**config.mk**
```make
export PLATFORM = sky130hd
export DESIGN_NAME = aes_issue
export DESIGN_NICKNAME = d
export VERILOG_FILES = /design/src/rtl/aes_issue.sv
export SDC_FILE = /design/constraint.sdc
export NUM_CORES = 1
export LEC_CHECK = 0
export ABC_AREA = 1
export BUFFER_PORTS_ARGS = -buffer_cell sky130_fd_sc_hd__buf_2
export CAP_MARGIN = 20
export CORE_AREA = 4 4 302 304
export DETAILED_ROUTE_END_ITERATION = 10
export DIE_AREA = 0 0 306 308
export PLACE_DENSITY = 0.58
export SETUP_SLACK_MARGIN = 0.1
export SLEW_MARGIN = 20
export SYNTH_ARGS = -nofsm -noshare
export SYNTH_HDL_FRONTEND = slang
export SYNTH_SLANG_ARGS = --single-unit
export TNS_END_PERCENT = 5
```
**constraint.sdc**
```tcl
create_clock -name clk -period 15.8 [get_ports clk]
set_input_delay 0.79 -clock clk [delete_from_list [all_inputs] [get_ports clk]]
set_output_delay 0.79 -clock clk [all_outputs]
set_load 0.1 [all_outputs]
```
**src/rtl/aes_issue.sv**
```systemverilog
// aes_issue: AES command FIFO and single-in-flight issue FSM in front of aes_ctrl.
// Optional completion timeout is built only when AES_ISSUE_TIMEOUT_EN is defined.

package aes_pkg;
    typedef enum logic [2:0] {
        NOOP            = 3'd0,
        AESENC          = 3'd1,
        AESENCLAST      = 3'd2,
        AESENCFULL      = 3'd3,
        AESKEYGENASSIST = 3'd4
    } opcode;
endpackage

module aes_issue #(
    parameter int DEPTH   = 2,
    parameter int TIMEOUT = 63
) (
    input  logic           clk,
    input  logic           nrst,
    input  logic           cmd_valid_i,
    output logic           cmd_ready_o,
    input  aes_pkg::opcode cmd_op_i,
    input  logic [127:0]   cmd_data_i,
    input  logic [127:0]   cmd_key_i,
    output logic           start_o,
    output aes_pkg::opcode opcode_o,
    output logic [127:0]   data_o,
    output logic [127:0]   key_o,
    input  logic           cipher_ready_i,
    input  logic           key_ready_i,
    input  logic [127:0]   result_i,
    output logic           rsp_valid_o,
    input  logic           rsp_ready_i,
    output logic [127:0]   rsp_data_o,
    output aes_pkg::opcode rsp_op_o,
    output logic           rsp_err_o,
    output logic           busy_o
);
    // state | meaning
    // IDLE  | nothing in flight; pop the FIFO head when one is available
    // ISSUE | one-cycle start pulse with the registered operands
    // WAIT  | waiting for the completion pulse of the matching class
    // RESP  | response held on rsp_* until rsp_ready_i
    typedef enum logic [1:0] {IDLE, ISSUE, WAIT, RESP} state_t;

    localparam int AW = (DEPTH > 1) ? $clog2(DEPTH) : 1;
    localparam int CW = $clog2(DEPTH + 1);

    state_t         state_q, state_d;
    aes_pkg::opcode fifo_op_q   [DEPTH];
    logic [127:0]   fifo_data_q [DEPTH];
    logic [127:0]   fifo_key_q  [DEPTH];
    logic [AW-1:0]  wr_ptr_q, rd_ptr_q;
    logic [CW-1:0]  count_q;
    logic           ready_q;
    aes_pkg::opcode op_q, op_d, rsp_op_q, rsp_op_d;
    logic [127:0]   data_q, data_d, key_q, key_d, rsp_data_q, rsp_data_d;
    logic           push, pop, full, done;

`ifdef AES_ISSUE_TIMEOUT_EN
    localparam logic [7:0] TMO_LAST = 8'(TIMEOUT - 1);
    logic [7:0] tmo_cnt_q, tmo_cnt_d;
    logic       err_q, err_d;
`else
    logic [7:0] unused_timeout;
    assign unused_timeout = 8'(TIMEOUT);
`endif

    // ready_q keeps cmd_ready_o low while in reset and rises one edge after release
    assign full        = (count_q == CW'(DEPTH));
    assign cmd_ready_o = ready_q && !full;
    assign push        = cmd_valid_i && cmd_ready_o && (cmd_op_i != aes_pkg::NOOP);
    assign pop         = (state_q == IDLE) && (count_q != '0);
    assign done        = (op_q == aes_pkg::AESKEYGENASSIST) ? key_ready_i : cipher_ready_i;

    always_ff @(posedge clk or negedge nrst) begin
        if (!nrst) begin
            wr_ptr_q <= '0;
            rd_ptr_q <= '0;
            count_q  <= '0;
            ready_q  <= 1'b0;
        end else begin
            ready_q <= 1'b1;
            if (push) wr_ptr_q <= wr_ptr_q + 1'b1;
            if (pop)  rd_ptr_q <= rd_ptr_q + 1'b1;
            count_q <= count_q + CW'(push) - CW'(pop);
        end
    end

    // FIFO storage is pure datapath; occupancy lives in count_q
    always_ff @(posedge clk) begin
        if (push) begin
            fifo_op_q[wr_ptr_q]   <= cmd_op_i;
            fifo_data_q[wr_ptr_q] <= cmd_data_i;
            fifo_key_q[wr_ptr_q]  <= cmd_key_i;
        end
    end

    always_ff @(posedge clk or negedge nrst) begin
        if (!nrst) begin
            state_q    <= IDLE;
            op_q       <= aes_pkg::NOOP;
            data_q     <= '0;
            key_q      <= '0;
            rsp_data_q <= '0;
            rsp_op_q   <= aes_pkg::NOOP;
`ifdef AES_ISSUE_TIMEOUT_EN
            tmo_cnt_q  <= '0;
            err_q      <= 1'b0;
`endif
        end else begin
            state_q    <= state_d;
            op_q       <= op_d;
            data_q     <= data_d;
            key_q      <= key_d;
            rsp_data_q <= rsp_data_d;
            rsp_op_q   <= rsp_op_d;
`ifdef AES_ISSUE_TIMEOUT_EN
            tmo_cnt_q  <= tmo_cnt_d;
            err_q      <= err_d;
`endif
        end
    end

    always_comb begin
        state_d    = state_q;
        op_d       = op_q;
        data_d     = data_q;
        key_d      = key_q;
        rsp_data_d = rsp_data_q;
        rsp_op_d   = rsp_op_q;
`ifdef AES_ISSUE_TIMEOUT_EN
        tmo_cnt_d  = tmo_cnt_q;
        err_d      = err_q;
`endif
        case (state_q)
            IDLE: begin
                if (pop) begin
                    op_d    = fifo_op_q[rd_ptr_q];
                    data_d  = fifo_data_q[rd_ptr_q];
                    key_d   = fifo_key_q[rd_ptr_q];
                    state_d = ISSUE;
                end
            end
            ISSUE: begin
`ifdef AES_ISSUE_TIMEOUT_EN
                tmo_cnt_d = '0;
`endif
                state_d = WAIT;
            end
            WAIT: begin
                // a completion landing on the timeout cycle still wins
                if (done) begin
                    rsp_data_d = result_i;
                    rsp_op_d   = op_q;
`ifdef AES_ISSUE_TIMEOUT_EN
                    err_d      = 1'b0;
`endif
                    state_d    = RESP;
                end
`ifdef AES_ISSUE_TIMEOUT_EN
                else if (tmo_cnt_q == TMO_LAST) begin
                    rsp_data_d = '0;
                    rsp_op_d   = op_q;
                    err_d      = 1'b1;
                    state_d    = RESP;
                end else begin
                    tmo_cnt_d = tmo_cnt_q + 8'd1;
                end
`endif
            end
            RESP: begin
                if (rsp_ready_i) state_d = IDLE;
            end
            default: state_d = IDLE;
        endcase
    end

    assign start_o     = (state_q == ISSUE);
    assign opcode_o    = start_o ? op_q : aes_pkg::NOOP;
    assign data_o      = data_q;
    assign key_o       = key_q;
    assign rsp_valid_o = (state_q == RESP);
    assign rsp_data_o  = rsp_data_q;
    assign rsp_op_o    = rsp_op_q;
    assign busy_o      = (state_q != IDLE) || (count_q != '0);
`ifdef AES_ISSUE_TIMEOUT_EN
    assign rsp_err_o   = err_q;
`else
    assign rsp_err_o   = 1'b0;
`endif

endmodule

```
# Yosys cells after proc, flatten, opt, wreduce, memory -nomap -nowiden
# Memory sizes are Yosys's and may differ from the RTL's. A register that Yosys moved wholly into a read port is not among the register bits.
# Cells that the tools add are included.
# op_classes
add_sub_neg	4
n_eq_ne	8
n_mux	8
reduce_logical	16
# op_table
operator	n
2-bit case mux with 4 select lines	1
2-bit == test, second input constant	3
2-bit two-way mux	3
1-bit logical AND	4
1-bit logical NOT	4
2-bit != test, second input constant	2
2-bit AND reduction	2
2-bit nonzero test	2
3-bit == test, second input constant	1
1-bit two-way mux	3
3-bit two-way mux	1
3-bit AND reduction	1
3-bit nonzero test	1
1-bit adder, second input constant	2
2-bit by 1-bit adder with 2-bit output	1
2-bit by 1-bit == test with 1-bit output, second input constant	1
2-bit logical NOT	1
2-bit by 1-bit != test with 1-bit output, second input constant	1
2-bit by 1-bit subtractor with 2-bit output	1
1-bit logical OR	1
# word_totals
reg_bits	138
ram_bits	518
output_inout_bits	395
mem_count	3
# mem_list
name	words	word_bits	read_ports	rd_clocked_by_memory_dff	write_ports	line	rtl
fifo_data_q	2	128	1	1	1	51	logic [127:0] fifo_data_q [DEPTH];
fifo_key_q	2	128	1	1	1	52	logic [127:0] fifo_key_q [DEPTH];
fifo_op_q	2	3	1	1	1	50	aes_pkg::opcode fifo_op_q [DEPTH];

# Longest topological paths before layout
# logic_depth
ltp_word	7
ltp_mapped	10
depth_no_buf	8

# Least setup slack after synthesis
# OpenSTA, ideal clock, no wires.
# synth_timing
path_kind	reg2reg
start	register count_q[1]
end	memory fifo_data_q[1][0] (enable)
setup_ps	882
arrival_time_ps	14110
required_ps	14918
path_slack_ps	808
path_stages_with_launch	4
path_buffers	0
cell_sequence	dfrtp_1 > a21boi_0 > nand3_1 > nor2_1
# synth_via
elab_chain_len	7
# synth_rtl
element	line	rtl
start, declared	54	logic [CW-1:0] count_q;
start signal, assigned	86	count_q <= count_q + CW'(push) - CW'(pop);
2-bit == test	70	assign full = (count_q == CW'(DEPTH));
1-bit logical NOT	71	assign cmd_ready_o = ready_q && !full;
1-bit logical AND	71	
via cmd_ready_o	21	output logic cmd_ready_o,
1-bit logical AND (2 in a row)	72	assign push = cmd_valid_i && cmd_ready_o && (cmd_op_i != aes_pkg::NOOP);
1-bit two-way mux	92	if (push) begin
1-bit two-way mux (not written as such)	94	fifo_data_q[wr_ptr_q] <= cmd_data_i;
end, declared	51	
# The timed path passes the listed nets, and every way through them passes these cells.

# Final worst setup path
# layout_timing
start	register count_q[1]
end	memory fifo_data_q[1][38] (enable)
# layout_via
elab_chain_len	7
# layout_rtl
element	line
2-bit == test	70
1-bit logical NOT	71
1-bit logical AND	71
1-bit logical AND (2 in a row)	72
1-bit two-way mux	92
1-bit two-way mux (not written as such)	94
# Every way passes these cells.

==> metrics.txt <==
# TYPE chip_impl_metric gauge
chip_impl_info{name="outcome",value="complete, no violations"} 1
chip_impl_metric{name="postSynthRegisterBits",unit=""} 915
chip_impl_metric{name="met3RoutedLength",unit="mm"} 6.50
chip_impl_metric{name="number_of_cells_traversed_by_the_worst_register_to_register_path",unit=""} 6
chip_impl_info{name="clock_tree.root_cell",value="sky130_fd_sc_hd__clkbuf_16"} 1
chip_impl_metric{name="finalWeightedCongestion",unit=""} 0.826
chip_impl_metric{name="clock-skew-final",unit="ns"} 0.0286
chip_impl_info{name="synth_most_common_cell",value="sky130_fd_sc_hd__nand2_1"} 1
chip_impl_metric{name="critical_path.n_buffers_inverters",unit=""} 3
chip_impl_metric{name="core.rowCount",unit=""} 109
chip_impl_metric{name="register_clock_pin_slew_on_the_reported_worst_setup_and_hold_paths",unit="ns"} 0.06
chip_impl_info{name="synthTopCellsByArea",value="sky130_fd_sc_hd__edfxtp_1 (48%), sky130_fd_sc_hd__dfrtp_1 (30%), sky130_fd_sc_hd__nand2_1 (9.1%)"} 1
chip_impl_metric{name="syn2layout_area_growth",unit="%"} 24.9
chip_impl_metric{name="ys_seq_area_frac",unit=""} 0.779
chip_impl_metric{name="fp.dieArea",unit="µm²"} 94200
chip_impl_info{name="maxUsedRoutingLayer",value="met5"} 1
chip_impl_metric{name="nets",unit=""} 3707
chip_impl_metric{name="drt-met1-wl",unit="mm"} 34.6
chip_impl_metric{name="timing_max_transition_violations_final",unit=""} 0
chip_impl_info{name="timing.rr.start",value="count_q[1]"} 1
chip_impl_metric{name="routed_wl",unit="mm"} 93.4
chip_impl_metric{name="maximum_number_of_pins_on_one_net_before_global_route_repair",unit=""} 206
chip_impl_metric{name="postLayoutSetupSlackWorst",unit="ns"} 11.19
chip_impl_info{name="cts_tree",value="done"} 1
chip_impl_info{name="cpMostUsedCell",value="sky130_fd_sc_hd__buf_4"} 1
chip_impl_metric{name="synthesis.nets",unit=""} 2955
chip_impl_info{name="critPathTopFamily",value="buffers and inverters"} 1
chip_impl_metric{name="place.port_buffers",unit=""} 786
chip_impl_metric{name="clock-sinks",unit=""} 915
chip_impl_metric{name="routed_len_inst",unit="µm"} 20.4
chip_impl_metric{name="post_route_cells_drive_above_1_share",unit=""} 0.284
chip_impl_info{name="hold_path.class",value="primary input to async pin"} 1
chip_impl_metric{name="overflow",unit=""} 0
chip_impl_info{name="crit_path_top_delay_cell",value="sky130_fd_sc_hd__buf_4"} 1
chip_impl_metric{name="fp.dieH",unit="µm"} 308
chip_impl_metric{name="post_place_setup_slack",unit="ns"} 10.92
chip_impl_metric{name="dr.pass1.iters",unit=""} 5
chip_impl_info{name="timing.setup.critical_path_class",value="flip-flop to flip-flop"} 1
chip_impl_metric{name="global_route_wire_length_before_repair",unit="mm"} 138
chip_impl_metric{name="met2RoutedLength",unit="mm"} 48.0
chip_impl_metric{name="cts-buffers-inserted",unit=""} 97
chip_impl_metric{name="synthCells",unit=""} 2555
chip_impl_metric{name="crit_path_max_incr_delay",unit="ns"} 0.84
chip_impl_metric{name="crit_arrival",unit="ns"} 4.87
chip_impl_metric{name="initial_core_util",unit=""} 0.371
chip_impl_metric{name="worstPathMaxFanout",unit=""} 65
chip_impl_info{name="r2r_end",value="fifo_data_q[1][38]"} 1
chip_impl_info{name="crit_path_cell_trace",value="a21boi_0, nand3_1, nor2_4, buf_4, buf_4, buf_4"} 1
chip_impl_metric{name="yosysWarningCount",unit=""} 0
chip_impl_metric{name="horizontal_die_dimension",unit="µm"} 306
chip_impl_metric{name="grt_usage",unit=""} 0.192
chip_impl_metric{name="first_global_vias",unit=""} 21483
chip_impl_metric{name="design.portCount",unit=""} 788
chip_impl_metric{name="clock_tree_buffer_depth",unit=""} 3
chip_impl_metric{name="htree_num_levels",unit=""} 3
chip_impl_metric{name="num_vias",unit=""} 21796
chip_impl_metric{name="timing.final.crit_period",unit="ns"} 4.61
chip_impl_info{name="timing.critical_path.to_type",value="flip-flop"} 1
chip_impl_metric{name="timing.fmax",unit="GHz"} 0.217
chip_impl_metric{name="avgViaCountPerCell",unit=""} 4.77
chip_impl_metric{name="ctsResizeCount",unit=""} 0
chip_impl_metric{name="synthesis.area_per_instance",unit="µm²"} 12.8
chip_impl_metric{name="hold_violations",unit=""} 0
chip_impl_metric{name="core-area",unit="µm²"} 88200
chip_impl_metric{name="number_of_distinct_standard_cells_referenced_by_the_synthesized_netlist",unit=""} 21
chip_impl_metric{name="antenna_violating_nets_post_route",unit=""} 0
chip_impl_metric{name="reg2reg_setup_slack",unit="ns"} 11.19
chip_impl_info{name="synth_top_cell_by_area",value="sky130_fd_sc_hd__edfxtp_1"} 1
chip_impl_metric{name="postCtsHoldBufs",unit=""} 0
chip_impl_metric{name="period_share",unit=""} 0.292
chip_impl_metric{name="synth_edf_count",unit=""} 518
chip_impl_metric{name="synthesis.area",unit="µm²"} 32700
chip_impl_metric{name="setup_viol",unit=""} 0
chip_impl_metric{name="place_hpwl",unit="mm"} 62.0
chip_impl_metric{name="cts.repair_timing.setup_buffer_count",unit=""} 0
chip_impl_info{name="ys.flop_type",value="sky130_fd_sc_hd__edfxtp_1"} 1
chip_impl_info{name="synth_commonest_cells",value="sky130_fd_sc_hd__nand2_1 (792), sky130_fd_sc_hd__edfxtp_1 (518), sky130_fd_sc_hd__dfrtp_1 (397), sky130_fd_sc_hd__nor2_1 (264), sky130_fd_sc_hd__a31oi_1 (259)"} 1
chip_impl_metric{name="critPathRequiredTime",unit="ns"} 16.06
chip_impl_metric{name="final.setup.tns",unit="ns"} 0
chip_impl_metric{name="synth_top_area_share",unit=""} 0.475
chip_impl_metric{name="cap_viol_max_count",unit=""} 0
chip_impl_metric{name="worst_pin_slew",unit="ns"} 1.07
chip_impl_metric{name="drt_iter0_markers",unit=""} 1407
chip_impl_info{name="startpoint_type",value="flip-flop"} 1
chip_impl_metric{name="remaining_drc_errors",unit=""} 0
chip_impl_metric{name="slew-limit-headroom",unit=""} 0.284
chip_impl_metric{name="clk-insertion-delay-late",unit="ns"} 0.65
chip_impl_metric{name="postSynth.asyncResetShare",unit=""} 0.434
chip_impl_metric{name="antenna_found_initial",unit=""} 27
chip_impl_info{name="grt_setup_unrepaired",value="false"} 1
==> area by class of cell <==
class,count,area (µm²)
Antenna cell,14,35.0
Clock buffer,155,2870
Clock inverter,28,369
Fill cell,8100,47300
Inverter,12,60.1
Multi-Input combinational cell,1470,6470
Sequential cell,915,25500
Tap cell,1165,1460
Timing Repair Buffer,811,4140
==> metrics by stage <==
step           utilization  hold slack, ns  std cells  instance area (µm²)
2_1_floorplan            -           0.490       2555                32700
3_3_place_gp         0.426           0.449       4373                37600
3_5_place_dp         0.426           0.454       4373                37600
4_1_cts              0.463           0.200       4556                40900
5_1_grt              0.463           0.244       4565                40900
6_report             0.463           0.192       4570                40900
==> cells in the final DEF, fill, tap and decap left out, drive strengths merged <==
| cell type | instances |
|---|---|
| diode | 14 |
| edfxtp | 518 |
| clkbuf | 155 |
| o21ai | 1 |
| a22oi | 1 |
| conb | 2 |
| buf | 811 |
| xor2 | 2 |
| dfrtp | 397 |
| xnor2 | 2 |
| nand2 | 794 |
| inv | 17 |
| clkinv | 16 |
| nor2 | 264 |
| nand3 | 136 |
| or2 | 1 |
| a31oi | 259 |
| a21boi | 1 |
| ha | 7 |
| bufinv | 7 |
==> flip-flops by register name (all words and copies together), names as in the netlist, 2 cells and up <==
name and count:
state_q 2, key_o 128, rsp_data_o 128, count_q 2
fifo_key_q 256, op_q 3, rsp_op_o 3, fifo_data_q 256
fifo_op_q 6, data_o 128
==> worst max path at each step <==
stage | start | to | cells past startpoint
detailed placement | cmd_op_i[2] | fifo_data_q[1][30] | 8
CTS | count_q[1] | fifo_data_q[1][41] | 6
global route | count_q[1] | fifo_data_q[1][53] | 6
global placement | cmd_op_i[2] | fifo_data_q[1][30] | 8
finish | count_q[1] | fifo_data_q[1][38] | 6
floorplan | count_q[1] | fifo_data_q[1][0] | 3
==> kinds of logic after synthesis <==
family,synth area share
simple gates,0.142
flops,0.779
compound gates,0.0501
buf+inv,0.0247
fa+ha+maj,0.00268
xor+xnor,0.00107
other cells,0.000229
==> worst register-to-register path: cells and delay by family (launching register included) <==
| kind | cells | cell delay [ns] |
|---|---|---|
| compound gates | 1 | 0.33 |
| flops | 1 | 0.41 |
| simple gates | 2 | 0.85 |
| buf+inv | 3 | 2.58 |
==> routing by layer <==
layer,vias to the layer above,global-route usage
met2,643,0.342
met5,-,0
met4,20,0.0815
met3,198,0.0549
li1,10343,-
met1,10592,0.216
Power is not shown: default switching activity piles up to over one toggle a cycle in this logic, so the estimate is an artifact.
